--- src/rtl/if_ctrl_fsm.sv ---
// Purpose: CPU-facing request sequencer in front of a key/value cache controller.
// Latency: accepted op_wr_i -> ctrl_start_o next cycle; ctrl_done_i -> result_valid_o next cycle.
// Backpressure: one request in flight; op_wr_i in EXECUTE/WAIT is dropped, COMPLETE holds until ack or new op.
//
// Ports:
//   clk, rst_n                          clock / async active-low reset
//   op_wr_i, op_i, key_i, value_i       CPU request (op_wr_i strobes the request)
//   result_ack_i                        CPU consumed the result
//   ctrl_start_o, ctrl_op/key/value_o   one-cycle start plus latched request to the controller
//   ctrl_done_i, ctrl_hit_i, ctrl_value_i  controller completion and read data
//   state_o, busy_o                     FSM state and in-flight indication
//   result_valid/hit/value/err_o        latched result, valid while in COMPLETE
//
// Optional feature: define IF_TIMEOUT_EN to add a WAIT-state watchdog of TIMEOUT_CYCLES.

package if_types_pkg;
  typedef enum logic [1:0] {
    IF_ST_IDLE     = 2'b00,
    IF_ST_EXECUTE  = 2'b01,
    IF_ST_WAIT     = 2'b10,
    IF_ST_COMPLETE = 2'b11
  } if_state_e;

  typedef enum logic [2:0] {
    IF_READ   = 3'd0,
    IF_UPSERT = 3'd1,
    IF_DELETE = 3'd2
  } request_operation_e;
endpackage

module if_ctrl_fsm
  import if_types_pkg::*;
#(
  parameter int KEY_W          = 16,
  parameter int VAL_W          = 64,
  parameter int TIMEOUT_CYCLES = 255
) (
  input  logic             clk,
  input  logic             rst_n,
  input  logic             op_wr_i,
  input  logic [2:0]       op_i,
  input  logic [KEY_W-1:0] key_i,
  input  logic [VAL_W-1:0] value_i,
  input  logic             result_ack_i,
  output logic             ctrl_start_o,
  output logic [2:0]       ctrl_op_o,
  output logic [KEY_W-1:0] ctrl_key_o,
  output logic [VAL_W-1:0] ctrl_value_o,
  input  logic             ctrl_done_i,
  input  logic             ctrl_hit_i,
  input  logic [VAL_W-1:0] ctrl_value_i,
  output logic [1:0]       state_o,
  output logic             busy_o,
  output logic             result_valid_o,
  output logic             result_hit_o,
  output logic [VAL_W-1:0] result_value_o,
  output logic             result_err_o
);

  if_state_e        state_q, state_d;
  logic             start_q, start_d;
  logic             busy_q, busy_d;
  logic             valid_q, valid_d;
  logic [2:0]       ctrl_op_q, ctrl_op_d;
  logic [KEY_W-1:0] ctrl_key_q, ctrl_key_d;
  logic [VAL_W-1:0] ctrl_val_q, ctrl_val_d;
  logic             res_hit_q, res_hit_d;
  logic [VAL_W-1:0] res_val_q, res_val_d;
  logic             res_err_q, res_err_d;
  logic             op_legal;

`ifdef IF_TIMEOUT_EN
  localparam int CNT_W = (TIMEOUT_CYCLES < 1) ? 1 : $clog2(TIMEOUT_CYCLES + 1);
  logic [CNT_W-1:0] cnt_q, cnt_d;
`else
  // Watchdog compiled out; the parameter stays so both builds share one interface.
  if (TIMEOUT_CYCLES < 0) begin : g_timeout_unused
  end
`endif

  assign op_legal = (op_i == IF_READ) || (op_i == IF_UPSERT) || (op_i == IF_DELETE);

  always_comb begin
    state_d    = state_q;
    ctrl_op_d  = ctrl_op_q;
    ctrl_key_d = ctrl_key_q;
    ctrl_val_d = ctrl_val_q;
    res_hit_d  = res_hit_q;
    res_val_d  = res_val_q;
    res_err_d  = res_err_q;
`ifdef IF_TIMEOUT_EN
    cnt_d      = cnt_q;
`endif
    case (state_q)
      // A new request in COMPLETE doubles as the ack, so both states share the accept path.
      IF_ST_IDLE, IF_ST_COMPLETE: begin
        if (op_wr_i) begin
          if (op_legal) begin
            state_d    = IF_ST_EXECUTE;
            ctrl_op_d  = op_i;
            ctrl_key_d = key_i;
            ctrl_val_d = value_i;
          end else begin
            state_d   = IF_ST_COMPLETE;
            res_err_d = 1'b1;
            res_hit_d = 1'b0;
            res_val_d = '0;
          end
        end else if ((state_q == IF_ST_COMPLETE) && result_ack_i) begin
          state_d = IF_ST_IDLE;
        end
      end
      IF_ST_EXECUTE: begin
        state_d = IF_ST_WAIT;
`ifdef IF_TIMEOUT_EN
        cnt_d   = '0;
`endif
      end
      IF_ST_WAIT: begin
        // Completion is checked first so a done on the watchdog's last cycle still succeeds.
        if (ctrl_done_i) begin
          state_d   = IF_ST_COMPLETE;
          res_hit_d = ctrl_hit_i;
          res_err_d = 1'b0;
          res_val_d = (ctrl_op_q == IF_READ) ? ctrl_value_i : '0;
        end
`ifdef IF_TIMEOUT_EN
        else if (cnt_q == CNT_W'(TIMEOUT_CYCLES)) begin
          state_d   = IF_ST_COMPLETE;
          res_err_d = 1'b1;
          res_hit_d = 1'b0;
          res_val_d = '0;
        end else begin
          cnt_d = cnt_q + CNT_W'(1);
        end
`endif
      end
      default: state_d = IF_ST_IDLE;
    endcase

    // Status outputs are registered off the next state so they line up with state_o.
    start_d = (state_d == IF_ST_EXECUTE);
    busy_d  = (state_d == IF_ST_EXECUTE) || (state_d == IF_ST_WAIT);
    valid_d = (state_d == IF_ST_COMPLETE);
  end

  always_ff @(posedge clk or negedge rst_n) begin
    if (!rst_n) begin
      state_q    <= IF_ST_IDLE;
      start_q    <= 1'b0;
      busy_q     <= 1'b0;
      valid_q    <= 1'b0;
      ctrl_op_q  <= '0;
      ctrl_key_q <= '0;
      ctrl_val_q <= '0;
      res_hit_q  <= 1'b0;
      res_val_q  <= '0;
      res_err_q  <= 1'b0;
`ifdef IF_TIMEOUT_EN
      cnt_q      <= '0;
`endif
    end else begin
      state_q    <= state_d;
      start_q    <= start_d;
      busy_q     <= busy_d;
      valid_q    <= valid_d;
      ctrl_op_q  <= ctrl_op_d;
      ctrl_key_q <= ctrl_key_d;
      ctrl_val_q <= ctrl_val_d;
      res_hit_q  <= res_hit_d;
      res_val_q  <= res_val_d;
      res_err_q  <= res_err_d;
`ifdef IF_TIMEOUT_EN
      cnt_q      <= cnt_d;
`endif
    end
  end

  assign state_o        = state_q;
  assign ctrl_start_o   = start_q;
  assign busy_o         = busy_q;
  assign result_valid_o = valid_q;
  assign ctrl_op_o      = ctrl_op_q;
  assign ctrl_key_o     = ctrl_key_q;
  assign ctrl_value_o   = ctrl_val_q;
  assign result_hit_o   = res_hit_q;
  assign result_value_o = res_val_q;
  assign result_err_o   = res_err_q;

endmodule

--- config.mk ---
export PLATFORM = sky130hd
export DESIGN_NAME = if_ctrl_fsm
export DESIGN_NICKNAME = d
export VERILOG_FILES = /design/src/rtl/if_ctrl_fsm.sv
export SDC_FILE = /design/constraint.sdc
export NUM_CORES = 1
export LEC_CHECK = 0
export CAP_MARGIN = 20
export CORE_ASPECT_RATIO = 0.5
export CORE_MARGIN = 2
export CORE_UTILIZATION = 45
export DETAILED_ROUTE_END_ITERATION = 7
export PLACE_DENSITY_LB_ADDON = 0.15
export SKIP_CTS_REPAIR_TIMING = 1
export SYNTH_ARGS = -nofsm -noshare
export SYNTH_HDL_FRONTEND = slang
export SYNTH_SLANG_ARGS = --single-unit
--- constraint.sdc ---
create_clock -name clk -period 3.15 [get_ports clk]
set_input_delay 0.63 -clock clk [delete_from_list [all_inputs] [get_ports clk]]
set_output_delay 0.63 -clock clk [all_outputs]
set_load 0.01 [all_outputs]
* After elaboration in Yosys (flattened, before gate mapping) *
Cells that the tools add are included.

word-level totals
  bits in registers = 154
  bits of input ports = 153
  output and inout bits = 154
  word-level logic and storage cells = 50

operators by class
  equal/unequal tests = 11
  mux-type cells = 18
  reductions and logical operators = 11

operators by type and width
  operator                                                               number
  64-bit two-way mux                                                     4
  64-bit case mux with 2 select lines                                    1
  2-bit equality test, second input constant                             4
  2-bit two-way mux                                                      4
  3-bit zero test                                                        2
  1-bit two-way mux                                                      6
  2-bit inequality test, second input constant                           3
  2-bit case mux with 3 select lines                                     1
  2-bit by 1-bit equality test with 1-bit output, second input constant  2
  1-bit case mux with 2 select lines                                     2
  4-bit AND reduction                                                    1
  3-bit by 1-bit equality test with 1-bit output, second input constant  1
  3-bit by 2-bit equality test with 1-bit output, second input constant  1
  1-bit logical OR                                                       3
  3-bit AND reduction                                                    1
  2-bit zero test                                                        1
  2-bit nonzero test                                                     1
  2-bit OR reduction                                                     1
  1-bit logical AND                                                      1

* Depth between registers and ports, before layout *
  depth after elaboration = 8
  gate-level depth with buffers = 10

* Worst setup path before layout *
No wires, ideal clock.

  path type = flip-flop to flip-flop
  start point = register state_q[0], in the netlist state_o[0]
  end point = register busy_q, in the netlist busy_o
  arrival = 2024 ps
  data required time = 3037 ps
  setup slack = 1013 ps
  cell stages (with the launch flop) = 11
  period minus slack after synthesis = 2137 ps
  cells stage by stage = dfrtp_1 -> inv_1 -> ha_1 -> a21boi_2 -> and2_1 -> buf_2 -> buf_4 -> buf_4 -> and2_1 -> ha_1 -> inv_1

between the ends
  cells in the longest elaborated chain, start to end = 7
  elaborated cells between the ends (all ways) = 13
  those cells by class = eq/ne (5); mux (4); reduce/logical (4)

RTL lines
  what                                                                                          RTL line  text
  start: declaration                                                                            60        if_state_e state_q, state_d;
  start signal: assignment                                                                      163       state_q <= state_d;
  2-bit equality test                                                                           94, 109
  1-bit logical AND                                                                             109       end else if ((state_q == IF_ST_COMPLETE) && result_ack_i) begin
  2-bit two-way mux                                                                             109
  2-bit two-way mux                                                                             97        if (op_wr_i) begin
  2-bit case mux with 3 select lines (*)                                                        94        case (state_q)
  2-bit by 1-bit equality test with 1-bit output / 2-bit equality test (equally long branches)  143       busy_d = (state_d == IF_ST_EXECUTE) || (state_d == IF_ST_WAIT);
  1-bit logical OR (*)                                                                          143
  via busy_d                                                                                    62        logic busy_q, busy_d;
  end signal: assignment                                                                        165       busy_q <= busy_d;
  end: declaration                                                                              62

The timed path passes the listed nets; every way through them passes the cells marked *.
A chain may end at the register's enable or synchronous reset.

* Worst setup path in the final report *
  start point = register state_q[0], in the netlist state_o[0]
  end point = register res_val_q[23], in the netlist result_value_o[23]

between the ends
  cells in the longest elaborated chain, start to end = 4
  elaborated cells between the ends (all ways) = 10
  those cells by class = eq/ne (5); mux (1); reduce/logical (4)

RTL lines
  what                                                                          RTL line  text
  2-bit equality test / 2-bit zero test (equally long branches)                 94
  2-bit OR reduction                                                            94
  2-bit inequality test (no line) / 2-bit nonzero test (equally long branches)  --
  4-bit AND reduction (no line)                                                 --
  end signal: assignment                                                        171       res_val_q <= res_val_d;
  end: declaration                                                              68        logic [VAL_W-1:0] res_val_q, res_val_d;

Parallel ways exist; a longest one is shown, timed or not.

==> run summary <==
Status: finished clean
Final worst path period need: 2.232 ns
Crit path buffers/inverters: 2
Starting Density: 46.19%
Yosys warns: 0
Top delay family on crit path: simple AND/OR/NAND/NOR gates
Cell with the most instances after synthesis: dfrtp_1
Worst-Margin Slew: 0.4781 ns
Switching Share: 34.85%
Final net count: 954
Sequential share of power: 32.5%
Vias per cell: 4.757
CP Cell Sequence: inv_1 > ha_1 > a21boi_2 > and2_4 > buf_12 > o32ai_2
CP max FO: 30
Core outline area: 14510 um^2
Routed Antenna Nets: 0
Initial antenna violation count: 0
Flops & latches, synth: 154
# rows: 31
Clock skew: 0.01463 ns
DR DRC count: 0
Syn avg cell area: 13.62 um^2
RSZ-0062 raised after global routing: no
Area after DPL: 9983 um^2
Vias: 4795
Final Hold Fails: 0
Max cap viols: 0
Num CTS Buffers: 17
Min Hold Slack: 0.1326 ns
Leak: 0.004578 uW
Slew HR: 68.12%
Placed wire-length estimate: 12020 um
Storage cell area: 3854 um^2
I/O pin count: 307
Max Clock Freq: 448.0 MHz
WL/cell: 16.78 um
Crit end category: register
Main flop type after synthesis: dfrtp_1
CP required: 3.42 ns
Cell count after synthesis: 492
Mapped Area: 6700 um^2
H-tree Lvls: 4
Vias in the first global route: 5155
Number of distinct library cells after synthesis: 28
Share of total power in combinational logic: 49.0%
Worst skew pair latency: 0.42 ns
Final setup viols: 0
Post-synth ARST share: 100.0%
Clock power frac: 18.5%
Max Slew Vio Count: 0
Net Switching: 3676 uW
CP max-delay cell: and2_4
GPL Wtd Cong: 0.7689
Area delta synth->final: 57.27%
Final period util: 70.85%
Largest net degree at the start of global routing: 66
Net Count, Synth: 649
Detailed Routing Iterations Pass 1: 4
Clock Sinks: 154
Sequential area share after synthesis: 57.52%
Clk slew on worst S/H paths: 0.07 ns
Post-route setup TNS: 0 ns
CTS Root Cell: clkbuf_16
Die width: 176.6 um
CP max stage delay: 0.49 ns
CTS tree: done
Worst Setup Start Kind: register
Share of layout cells above drive strength 1: 23.46%
Commonest cells post-synth: dfrtp_1, inv_1, mux2_2
Synth area leader: dfrtp_1
Fillers: 1007
Routed WL: 16920 um
Initial drt markers: 242
DIE AREA: 15940 um^2
HP Class: input port to asynchronous set/reset pin
First-pass GRT wire length: 26860 um
Ranking of synthesized cells by area: dfrtp_1, o32ai_2, mux2_2, inv_1, buf_2
Final core occ: 72.64%
Post-route cell area: 10540 um^2
Cell internal pwr: 6871 uW
Antenna cells: 0
PD cells: 1001 nW/um^2
GRT Resource Usage Total: 21.60%
Multi-input gate area: 2172 um^2
Post-synth EDFFs: 0
Max clock buf depth: 2
Height of the chip: 90.28 um
Total design power: 10550 uW
PortBufs: 306
Peak VDD IR: 0.0005637 V
Crit path DAT: 2.50 ns
Top-area cell type share of the netlist area: 57.52%
Crit path kind: register to register
Total grt overflow: 0
## area by class of cell
type / instances / area share (%)
timing repair buffer: 316 / 30.50
inverter: 132 / 4.702
tap: 198 / 2.351
multi-input combinational: 176 / 20.61
clock buffer: 18 / 4.073
clock inverter: 14 / 1.187
sequential: 154 / 36.57
## power groups by stage
stage / combinational [uW] / clock [uW] / sequential [uW]
after floorplan: 2130 / 0 / 3870
after global placement: 5140 / 0 / 3410
after detailed placement: 5230 / 0 / 3450
after CTS: 5250 / 1990 / 3440
after global routing: 5520 / 2080 / 3550
final: 5170 / 1950 / 3430
## per-stage QoR
stage	setup WS [ns]	instances
global route	0.7845	1008
floorplan	1.013	492
CTS	0.9183	1008
detailed placement	0.6086	976
global placement	0.6763	976
finish	0.9181	1008
## placed cells by master (no fill, tap or decap), types with 2 or more instances in the layout
cell type	count
clkdlybuf4s50_1	305
ha_1	4
inv_8	3
mux2_2	82
inv_1	132
nand2_1	4
buf_12	6
inv_6	8
dfrtp_1	154
buf_4	4
clkbuf_16	17
o32ai_2	60
and2_1	2
nand3_1	2
o32ai_1	4
a21oi_1	2
## cells by family (layout without fill, tap and decap cells)
kind of cell	Yosys count	count (layout)	synth area share, %
flops	154	154	57.52
mux	82	82	13.78
fa+ha+maj	4	4	0.7470
buf+inv	162	480	10.35
compound gates	75	75	16.41
simple gates	15	15	1.195
## sequential cells by signal, indices dropped and copies added (netlist names)
signal / cells
busy_o: 1
result_hit_o: 1
result_value_o: 64
state_o: 2
ctrl_value_o: 64
ctrl_key_o: 16
ctrl_start_o: 1
ctrl_op_o: 3
result_valid_o: 1
result_err_o: 1
## final timing paths
| path | from | end | slack, ns | cells after the start |
|---|---|---|---|---|
| setup / recovery | state_o[0] | result_value_o[23] | 0.92 | 6 |
| hold / removal | rst_n | ctrl_value_o[26] | 0.13 | 1 |
| setup reg to reg | state_o[0] | result_value_o[23] | 0.92 | 6 |
| hold reg to reg | ctrl_key_o[12] | ctrl_key_o[12] | 0.50 | 1 |
| max in group asynchronous | rst_n | result_value_o[46] | 2.25 | 2 |
| min in group clk | ctrl_key_o[12] | ctrl_key_o[12] | 0.50 | 1 |
## per-layer routing
metal / part of all wire [%] / vias to the layer above / routed length, um / global-route usage (%)
met1: 38 / 2371 / 6488 / 24.26
li1: - / 2258 / - / -
met5: 0 / - / 0 / 0
met4: 1.3 / 0 / 216 / 6.198
met2: 52 / 148 / 8747 / 38.44
met3: 8.6 / 18 / 1462 / 8.039
Power figures use the tool's default switching activity.
